## src/rtl/random_range_generator.sv

```systemverilog
// Purpose: free-running XNOR Fibonacci LFSR with ranged draws by rejection sampling, bounded retries and a fallback value.
// Latency: valid rises 2..MAX_TRIES+1 edges after the edge that samples req in IDLE.
// Backpressure: the result is held in HOLD with valid=1 until ack; req is ignored outside IDLE. Optional macro: ENTROPY_MIX_EN.
module random_range_generator #(
    parameter int               WIDTH     = 8,
    parameter logic [WIDTH-1:0] TAPS      = 8'hB8,
    parameter logic [WIDTH-1:0] SEED      = '0,
    parameter logic [WIDTH-1:0] MIN_VAL   = 8'd1,
    parameter logic [WIDTH-1:0] MAX_VAL   = 8'd255,
    parameter int               MAX_TRIES = 16,
    parameter logic [WIDTH-1:0] FALLBACK  = 8'd17
) (
    input  logic             clk,
    input  logic             reset_n,       // active-high despite the name
    input  logic             enable,
    input  logic             seed_load,
    input  logic [WIDTH-1:0] seed_in,
    input  logic             entropy_in,
    input  logic             req,
    input  logic             ack,
    output logic             busy,
    output logic             valid,
    output logic [WIDTH-1:0] value,
    output logic             fallback_used,
    output logic [WIDTH-1:0] rand_raw
);

    localparam int             TW       = $clog2(MAX_TRIES) + 1;
    localparam logic [TW-1:0] LAST_TRY = TW'(MAX_TRIES - 1);

    typedef enum logic [1:0] {
        IDLE = 2'd0,
        DRAW = 2'd1,
        HOLD = 2'd2
    } state_t;

    state_t        state;
    state_t        next_state;
    logic [TW-1:0] tries;
    logic          fb;
    logic          in_range;

`ifndef ENTROPY_MIX_EN
    // entropy_in has no function in the deterministic build
    logic unused_entropy;
    assign unused_entropy = entropy_in;
`endif

    // Feedback bit: XNOR of tapped bits, optionally perturbed by user entropy
    always_comb begin
        fb = ~^(rand_raw & TAPS);
`ifdef ENTROPY_MIX_EN
        fb = fb ^ entropy_in;
`endif
    end

    // Candidate range test; one extra bit keeps the bounds from being trivially constant at full width
    always_comb begin
        in_range = ({1'b0, rand_raw} >= {1'b0, MIN_VAL}) && ({1'b0, rand_raw} <= {1'b0, MAX_VAL});
    end

    // LFSR: seed load wins over advance; an all-ones seed would lock the XNOR LFSR so it becomes zero
    always_ff @(posedge clk or posedge reset_n) begin
        if (reset_n) begin
            rand_raw <= SEED;
        end else if (seed_load) begin
            rand_raw <= (&seed_in) ? '0 : seed_in;
        end else if (enable || state == DRAW) begin
            rand_raw <= {rand_raw[WIDTH-2:0], fb};
        end
    end

    // State register
    always_ff @(posedge clk or posedge reset_n) begin
        if (reset_n) begin
            state <= IDLE;
        end else begin
            state <= next_state;
        end
    end

    // Next-state logic; ack only counts once valid is visible to the consumer
    always_comb begin
        next_state = state;
        case (state)
            IDLE: if (req) next_state = DRAW;
            DRAW: if (in_range || tries == LAST_TRY) next_state = HOLD;
            HOLD: if (ack && valid) next_state = IDLE;
            default: next_state = IDLE;
        endcase
    end

    // Draw datapath: try counter, captured value and fallback flag
    always_ff @(posedge clk or posedge reset_n) begin
        if (reset_n) begin
            tries         <= '0;
            value         <= '0;
            fallback_used <= 1'b0;
        end else begin
            case (state)
                IDLE: begin
                    if (req) tries <= '0;
                end
                DRAW: begin
                    if (in_range) begin
                        value         <= rand_raw;
                        fallback_used <= 1'b0;
                    end else if (tries == LAST_TRY) begin
                        value         <= FALLBACK;
                        fallback_used <= 1'b1;
                    end else begin
                        tries <= tries + 1'b1;
                    end
                end
                default: ;
            endcase
        end
    end

    // Registered status: busy tracks DRAW, valid follows entry into HOLD by one edge and drops on the ack edge
    always_ff @(posedge clk or posedge reset_n) begin
        if (reset_n) begin
            busy  <= 1'b0;
            valid <= 1'b0;
        end else begin
            busy  <= (next_state == DRAW);
            valid <= (state == HOLD) && (next_state == HOLD);
        end
    end

endmodule

```

## config.mk

```make
export PLATFORM = sky130hd
export DESIGN_NAME = random_range_generator
export DESIGN_NICKNAME = d
export VERILOG_FILES = /design/src/rtl/random_range_generator.sv
export SDC_FILE = /design/constraint.sdc
export NUM_CORES = 1
export LEC_CHECK = 0
export ABC_AREA = 1
export CAP_MARGIN = 20
export CORE_AREA = 2 2 44 87
export DETAILED_ROUTE_END_ITERATION = 10
export DIE_AREA = 0 0 46 89
export GPL_TIMING_DRIVEN = 0
export MAX_ROUTING_LAYER = met4
export PLACE_DENSITY = 0.66
export SYNTH_ARGS = -nofsm -noshare
export SYNTH_HDL_FRONTEND = slang
export SYNTH_SLANG_ARGS = --single-unit
```

## constraint.sdc

```tcl
create_clock -name clk -period 2.15 [get_ports clk]
set_input_delay 0.3225 -clock clk [delete_from_list [all_inputs] [get_ports clk]]
set_output_delay 0.3225 -clock clk [all_outputs]
set_load 0.02 [all_outputs]
```

# Word-level counts from Yosys, hierarchy flattened
# Cells that the tools add are included.
# classes
add_sub_neg,1
magnitude_cmp,1
n_eq_ne,8
muxes,15
reduce_logical,12
# ops
cell,count
$mux W8,5
$mux W5,3
$pmux W5 S2,1
$ge A8 B1 Y1 const B,1
$reduce_and A8 Y1,1
$reduce_xnor A8 Y1,1
$mux W2,3
$ne A2 B2 Y1 const B,3
$pmux W2 S3,1
$reduce_bool A2 Y1,3
$add A5 B1 Y5 const B,1
$eq A5 B4 Y1 const B,1
$eq A2 B1 Y1 const B,2
$eq A2 B2 Y1 const B,2
$reduce_and A4 Y1,1
$logic_and A1 B1 Y1,2
$logic_not A2 Y1,1
$logic_or A1 B1 Y1,2
$mux W1,2
$reduce_and A2 Y1,1
# totals
register_bits,26
word_cells,44

# Longest topological paths before layout
# logic_depth
depth_word,6
mapped_depth,9
ltp_nobuf,9

# Worst setup path before layout
# No wires, ideal clock.
# synth_path
path_type,flip-flop to flip-flop
startpoint,reg tries[0]
endpoint,reg tries[3]
setup_ns,0.065
arrival_ns,1.376
setup_slack_ns,0.708
stages_incl_launch_ff,10
n_path_buf,0
synth_period_minus_slack_ns,1.442
cell_sequence,dfrtp_1 > ha_1 > nand2_1 > nor2_1 > ha_1 > nor2_1 > nand3_2 > nand2_4 > nand2_1 > nand2_1
# synth_via
elab_chain_len,4
# synth_lines
element,line_no,source
from (decl),39,logic [TW-1:0] tries;
from (signal assigned),112,tries <= tries + 1'b1;
$add A5 B1 Y5,112,
$mux W5,108,end else if (tries == LAST_TRY) begin
$mux W5,105,if (in_range) begin
$pmux W5 S2,100,case (state)
# Parallel ways exist; a longest one is shown, timed or not. The select of a mux whose other input is x is not followed.
# A chain may end at the register's enable or synchronous reset.

# Final worst setup path
# layout_path
startpoint,reg rand_raw[7]
endpoint,out rand_raw[7]
# layout_lines
element,line_no,source
from (decl),25,output logic [WIDTH-1:0] rand_raw
from (signal assigned),67,rand_raw <= (&seed_in) ? '0 : seed_in;
from (signal assigned),69,"rand_raw <= {rand_raw[WIDTH-2:0], fb};"
# No word-level cell between the ends.

==> impl_metrics.yaml <==
timing:
  drv_slew: 0
  worstMarginPinSlew_ps: 427
  fin_tns_setup_ps: 0
  worst_slack_ps: 396
  finalCriticalPeriod_ps: 1750
  finalHoldViolCount: 0
  rsz0062_at_grt: "no"
  post-route-period-util: 0.816
  skew_ps: 5.24
  max_slew_margin: 0.715
  setup_viol: 0
  fmax_ghz: 0.570
run:
  cap_violations: 0
setup_path:
  crit_family: "buffers and inverters"
  path_buf_inv: 1
  worstSetupPathType: "reg -> out"
  max_stage_delay_ps: 660
  arrival_ps: 1430
  crit_fanout: 6
  start_kind: "flop"
  worstPathRequired_ps: 1830
  worstPathCellList: "clkdlybuf4s50_1"
  end_kind: "output pin"
  critPathSlowestCell: "clkdlybuf4s50_1"
power:
  pwr-share-clk: 0.160
  comb_power_share: 0.448
  p_leak_nw: 0.861
  intPower_mw: 1.18
  p_seq_frac: 0.392
  p_sw_mw: 0.778
  switching_share: 0.398
  ir_drop_v: 0.000512
  p_per_area_nw_per_um2: 1100
cells_and_area:
  final_cells: 238
  seqCellArea_um2: 651
  diodes: 0
  drive_gt1_frac: 0.0825
  area_growth_pct: 32.3
  nFillCells: 326
  nNetsFinal: 226
  multi_input_area_um2: 613
clocking:
  insertion_delay_ps: 270
  cts_inserted_buffers: 3
  clock_sinks: 26
  cts-root-buf: "clkbuf_8"
  clk_pin_slew_ps: 90
  cts_hold_buf: 0
  cts_tree: "done"
  ctsLongestPathBuffers: 2
  cts_resized: 0
  htreeDepth: 1
  post-cts-setup-buffer-count: 0
synthesis:
  ys_warn_count: 0
  synth_top_family_by_area: "simple AND/OR/NAND/NOR gates"
  synth-adder-area-share: 0.0373
  synth-seq-area-share: 0.486
  syn_area_um2: 1340
  yosys_register_bits: 26
  synth_fp_nets: 189
  synth_compound_area_frac: 0.0710
  synthXorXnorAreaFrac: 0.00654
  yosys.area_share.simple: 0.343
  muxShareOfSynthArea: 0
  synth_cell_types: 19
  syn_inst: 170
  avgSynthCellArea_um2: 7.88
drt:
  detail_route.wl_per_cell_um: 12.7
  via_count: 1232
  ant_nets: 0
  route.detailed.drc: 0
  wl_um: 3010
  drt-initial-drc-count: 24
  via_per_inst: 5.18
  dr.pass1.iters: 4
floorplanning:
  rows: 30
  die_w_um: 46
  core-area_um2: 3380
  die_height_um: 89
  ios: 34
  dieArea_um2: 4090
  start_util: 0.397
outcome:
  status: "finished, final reports clean"
placement:
  dp_slack_ps: 496
  place_inst: 233
  dp_hpwl_um: 2380
  globalplace.congestion: 0.802
  port_buffers: 31
global_routing:
  grt-ovfl-total: 0
  grt_max_degree: 27
  grt_pass1_wl_um: 5090
  grt_pass1_vias: 1230
  antenna_found_initial: 0
  track_usage: 0.173
hold_path:
  hp-class: "in -> async"
==> cells in the mapped netlist (all sizes together) <==
cell type,instances,area [um^2]
a21oi,18,90.1
xor2,1,8.76
buf,1,7.51
clkinv,1,5.00
dfrtp,26,651
nand3,20,110
nor3b,2,26.3
nand2,57,229
o21ai,1,5.00
inv,17,63.8
nor2,21,86.3
ha,4,50.1
nand3b,1,7.51
==> metrics by stage <==
step | cell area, um^2 | util | total power [mW] | hold slack [ps]
3_5_place_dp | 1690 | 0.500 | 1.65 | 466
6_report | 1770 | 0.525 | 1.95 | 271
4_1_cts | 1750 | 0.517 | 1.97 | 372
5_1_grt | 1770 | 0.525 | 2.09 | 291
2_1_floorplan | 1340 | - | 1.27 | 363
3_3_place_gp | 1690 | 0.500 | 1.63 | 459
==> metal layers <==
metal,track usage,up-vias,share of wire
li1,-,611,-
met1,0.153,582,0.34
met2,0.332,31,0.60
met3,0.0182,8,0.028
met4,0.0883,0,0.030
met5,-,-,0
==> power by group through the flow <==
stage / Clock (mW) / Combinational (mW) / Sequential (mW)
floorplan: 0 / 0.375 / 0.898
global placement: 0 / 0.858 / 0.770
detailed placement: 0 / 0.877 / 0.776
CTS: 0.322 / 0.884 / 0.766
global route: 0.339 / 0.970 / 0.785
finish: 0.313 / 0.875 / 0.766
==> registers in the layout, indices dropped and copies added, names as in the netlist <==
name / count
valid: 1
state: 2
busy: 1
fallback_used: 1
value: 8
tries: 5
rand_raw: 8
==> placed cells by master (no fill, tap or decap), types with 2 or more instances in the layout <==
cell type	instances
a21oi_1	18
clkbuf_8	4
clkdlybuf4s50_1	31
dfrtp_1	26
ha_1	4
inv_1	15
inv_2	2
nand2_1	53
nand2_2	3
nand3_1	18
nand3_2	2
nor2_1	20
==> final timing paths <==
check | from | cells past startpoint | slack [ps] | end
setup / recovery | rand_raw[7] | 1 | 400 | rand_raw[7]
hold / removal | reset_n | 2 | 270 | state[1]
hold reg to reg | value[0] | 2 | 480 | value[0]
setup reg to reg | tries[0] | 9 | 490 | tries[3]
max in group asynchronous | reset_n | 3 | 1500 | tries[0]
min in group clk | seed_load | 3 | 380 | rand_raw[5]
==> logic make-up after synthesis <==
group | count (synthesis)
AND/OR/NAND/NOR | 101
adder cells (fa/ha/maj) | 4
AO/OA/AOI/OAI | 19
flip-flops | 26
XOR/XNOR | 1
buffers and inverters | 19
==> area by class of cell <==
class	instances	area share
clock buffer	4	0.0311
tap	32	0.0226
buffer	1	0.00423
timing repair buffer	32	0.191
multi-input combinational	125	0.346
inverter	18	0.0388
sequential	26	0.367
Power figures use the tool's default switching activity.
==> edit (same flow settings) <==
Reset style: synchronous (`reset_n`), changed in 4 clocked blocks.
--- a/src/rtl/random_range_generator.sv
+++ b/src/rtl/random_range_generator.sv
@@ -60,7 +60,7 @@
     end
 
     // LFSR: seed load wins over advance; an all-ones seed would lock the XNOR LFSR so it becomes zero
-    always_ff @(posedge clk or posedge reset_n) begin
+    always_ff @(posedge clk) begin
         if (reset_n) begin
             rand_raw <= SEED;
         end else if (seed_load) begin
@@ -71,7 +71,7 @@
     end
 
     // State register
-    always_ff @(posedge clk or posedge reset_n) begin
+    always_ff @(posedge clk) begin
         if (reset_n) begin
             state <= IDLE;
         end else begin
@@ -91,7 +91,7 @@
     end
 
     // Draw datapath: try counter, captured value and fallback flag
-    always_ff @(posedge clk or posedge reset_n) begin
+    always_ff @(posedge clk) begin
         if (reset_n) begin
             tries         <= '0;
             value         <= '0;
@@ -118,7 +118,7 @@
     end
 
     // Registered status: busy tracks DRAW, valid follows entry into HOLD by one edge and drops on the ack edge
-    always_ff @(posedge clk or posedge reset_n) begin
+    always_ff @(posedge clk) begin
         if (reset_n) begin
             busy  <= 1'b0;
             valid <= 1'b0;
Check against the original RTL: differs if reset_n is asserted again (counterexample within 4 cycles, from zero or initial values and one cycle with reset_n high); with reset_n held inactive, the same outputs for 10 cycles.
==> edit against the unedited design <==
Register-to-register slack better by 20 ps; sequential cell count unchanged; area after synthesis down 6.3%; wire length up 3.7%; cell count unchanged; via count down 0.65%; worst setup slack about the same; final area down 4.8%; count of clock-buffer cells in the layout down 1; global-route usage up 0.50 points; core utilization down 2.5 points.
Power is not compared: it rests on default switching activity, and its combinational part moved more than twofold at a synthesized area within 25%.
==> edit: results (changes against the unedited design) <==
Timing
  • Clock skew: 7.27 ps (+2.03 ps)
  • Tcrit/Tclk final: 0.816 (about the same)
  • Final hold slack: 467 ps (+196 ps)
  • Slew margin rel.: 0.733 (+0.0181)

Place
  • Placed cell count: 234 (+0.43%)
  • DP HPWL: 2460 um (+3.4%)
  • Cell Area, Placed: 0.00162 sq mm (-4.4%)
  • GP Congestion: 0.788 (-1.8%)
  • Pre-CTS WS: 398 ps (-97.5 ps)
  • PortBufs: 32 (+3.2%)

Critical path
  • CP top delay family: buffers and inverters
  • Reg-to-reg slack, setup: 510 ps (+20 ps)
  • Crit path capture: rand_raw[3]
  • CP arrival: 1430 ps (about the same)
  • Crit. Startpoint: rand_raw[3]$_SDFFE_PP0P_
  • Crit Reg-Reg Endpoint: tries[1]$_SDFFE_PP0P_
  • Crit Path Max Fanout: 7 (+1)
  • R2r startpoint: tries[0]$_SDFFE_PP0P_
  • Slowest-stage cell, CP: clkdlybuf4s50_1
  • R2r worst-path depth: 10 (+1)

Min path
  • WHS Endpoint: value[3]$_SDFFE_PP0P_
  • Hold path start: value[3]$_SDFFE_PP0P_
  • Worst Hold Class: reg -> reg

CTS
  • Clock Latency Late Sink: 270 ps (about the same)
  • Worst-path clk slew: 90 ps (about the same)
  • H-tree depth: 1 (unchanged)
  • Maximum clock insertion buffer count: 2 (unchanged)

Layout
  • Multi-input logic area: 647 sq um (+5.5%)
  • Layout cell share with drive strength beyond 1: 0.0728 (-0.00971)
  • Fillers: 345 (+5.8%)
  • Largest regs: rand_raw: 8 flops, value: 8 flops, tries: 5 flops

Synthesis
  • Largest cells by area after synthesis: dfxtp_1 41%, a21oi_1 13%, nand2_1 9.3%
  • Seq/Total Area, Yosys: 0.414 (-0.0712)
  • Post-synth ARST share: 0 (-1.00)
  • Synthesized area per cell: 7.39 sq um (-6.3%)
  • Top cells by count, synth: 32 x a21oi_1, 31 x nand2_1, 26 x dfxtp_1, 21 x nand3_1, 15 x nor2_1
  • Warning count from the yosys run: 0 (unchanged)
  • Netlist cell types: 22 (+3)
  • Main synth FF type: dfxtp_1

Pwr
  • Comb pwr: between 0.0002 and 0.0003 W
  • Lkg Pwr: about 0.65 nW
  • VDD IR max: 0.412 mV

GRT
  • GRT Util Overall: 0.178 (+0.00496)
  • First-pass GRT wire length: 5280 um (+3.7%)
  • Initial antenna violation count: 0 (unchanged)
  • Vias in the first global route: 1267 (+3.0%)
  • Pin count of the biggest net entering global routing: 16 (-41%)

Routing
  • 1st-iter DRT viols: 17 (-29%)
  • Vias/cell: 5.14 (-0.65%)
  • Pre-antenna DRT Iters: 6 (+2)
  • Final wirelength: 3120 um (+3.7%)

Status
  • Status: finished, final reports clean
## edit: cell types whose count changed after synthesis, sizes merged, moves of 3 or more
cell   unedited run  this run
a21oi            18        32
dfrtp            26         0
dfxtp             0        26
nand2            57        34
nand3            20        23
nor2             21        15
o21ai             1        11
## edit: area by class of cell
cell class | count | share of cell area
Sequential cell | 26 | 0.308
Tap cell | 32 | 0.0237
Timing Repair Buffer | 32 | 0.190
Clock buffer | 3 | 0.0245
Buffer | 4 | 0.0193
Multi-Input combinational cell | 125 | 0.383
Inverter | 15 | 0.0334
Clock inverter | 1 | 0.0178
## edit: cells by family after synthesis
group           Yosys count  share of synthesized area
simple gates             78                      0.304
compound gates           43                      0.171
flops                    26                      0.414
buf+inv                  19                     0.0707
fa+ha+maj                 4                     0.0398
## edit: layer usage
layer  share of wire  track usage  vias up
li1                -            -      640
met1            0.36        0.174      546
met2            0.59        0.330       31
met3           0.025       0.0121        7
met4           0.028       0.0909        0
met5               0            -        -
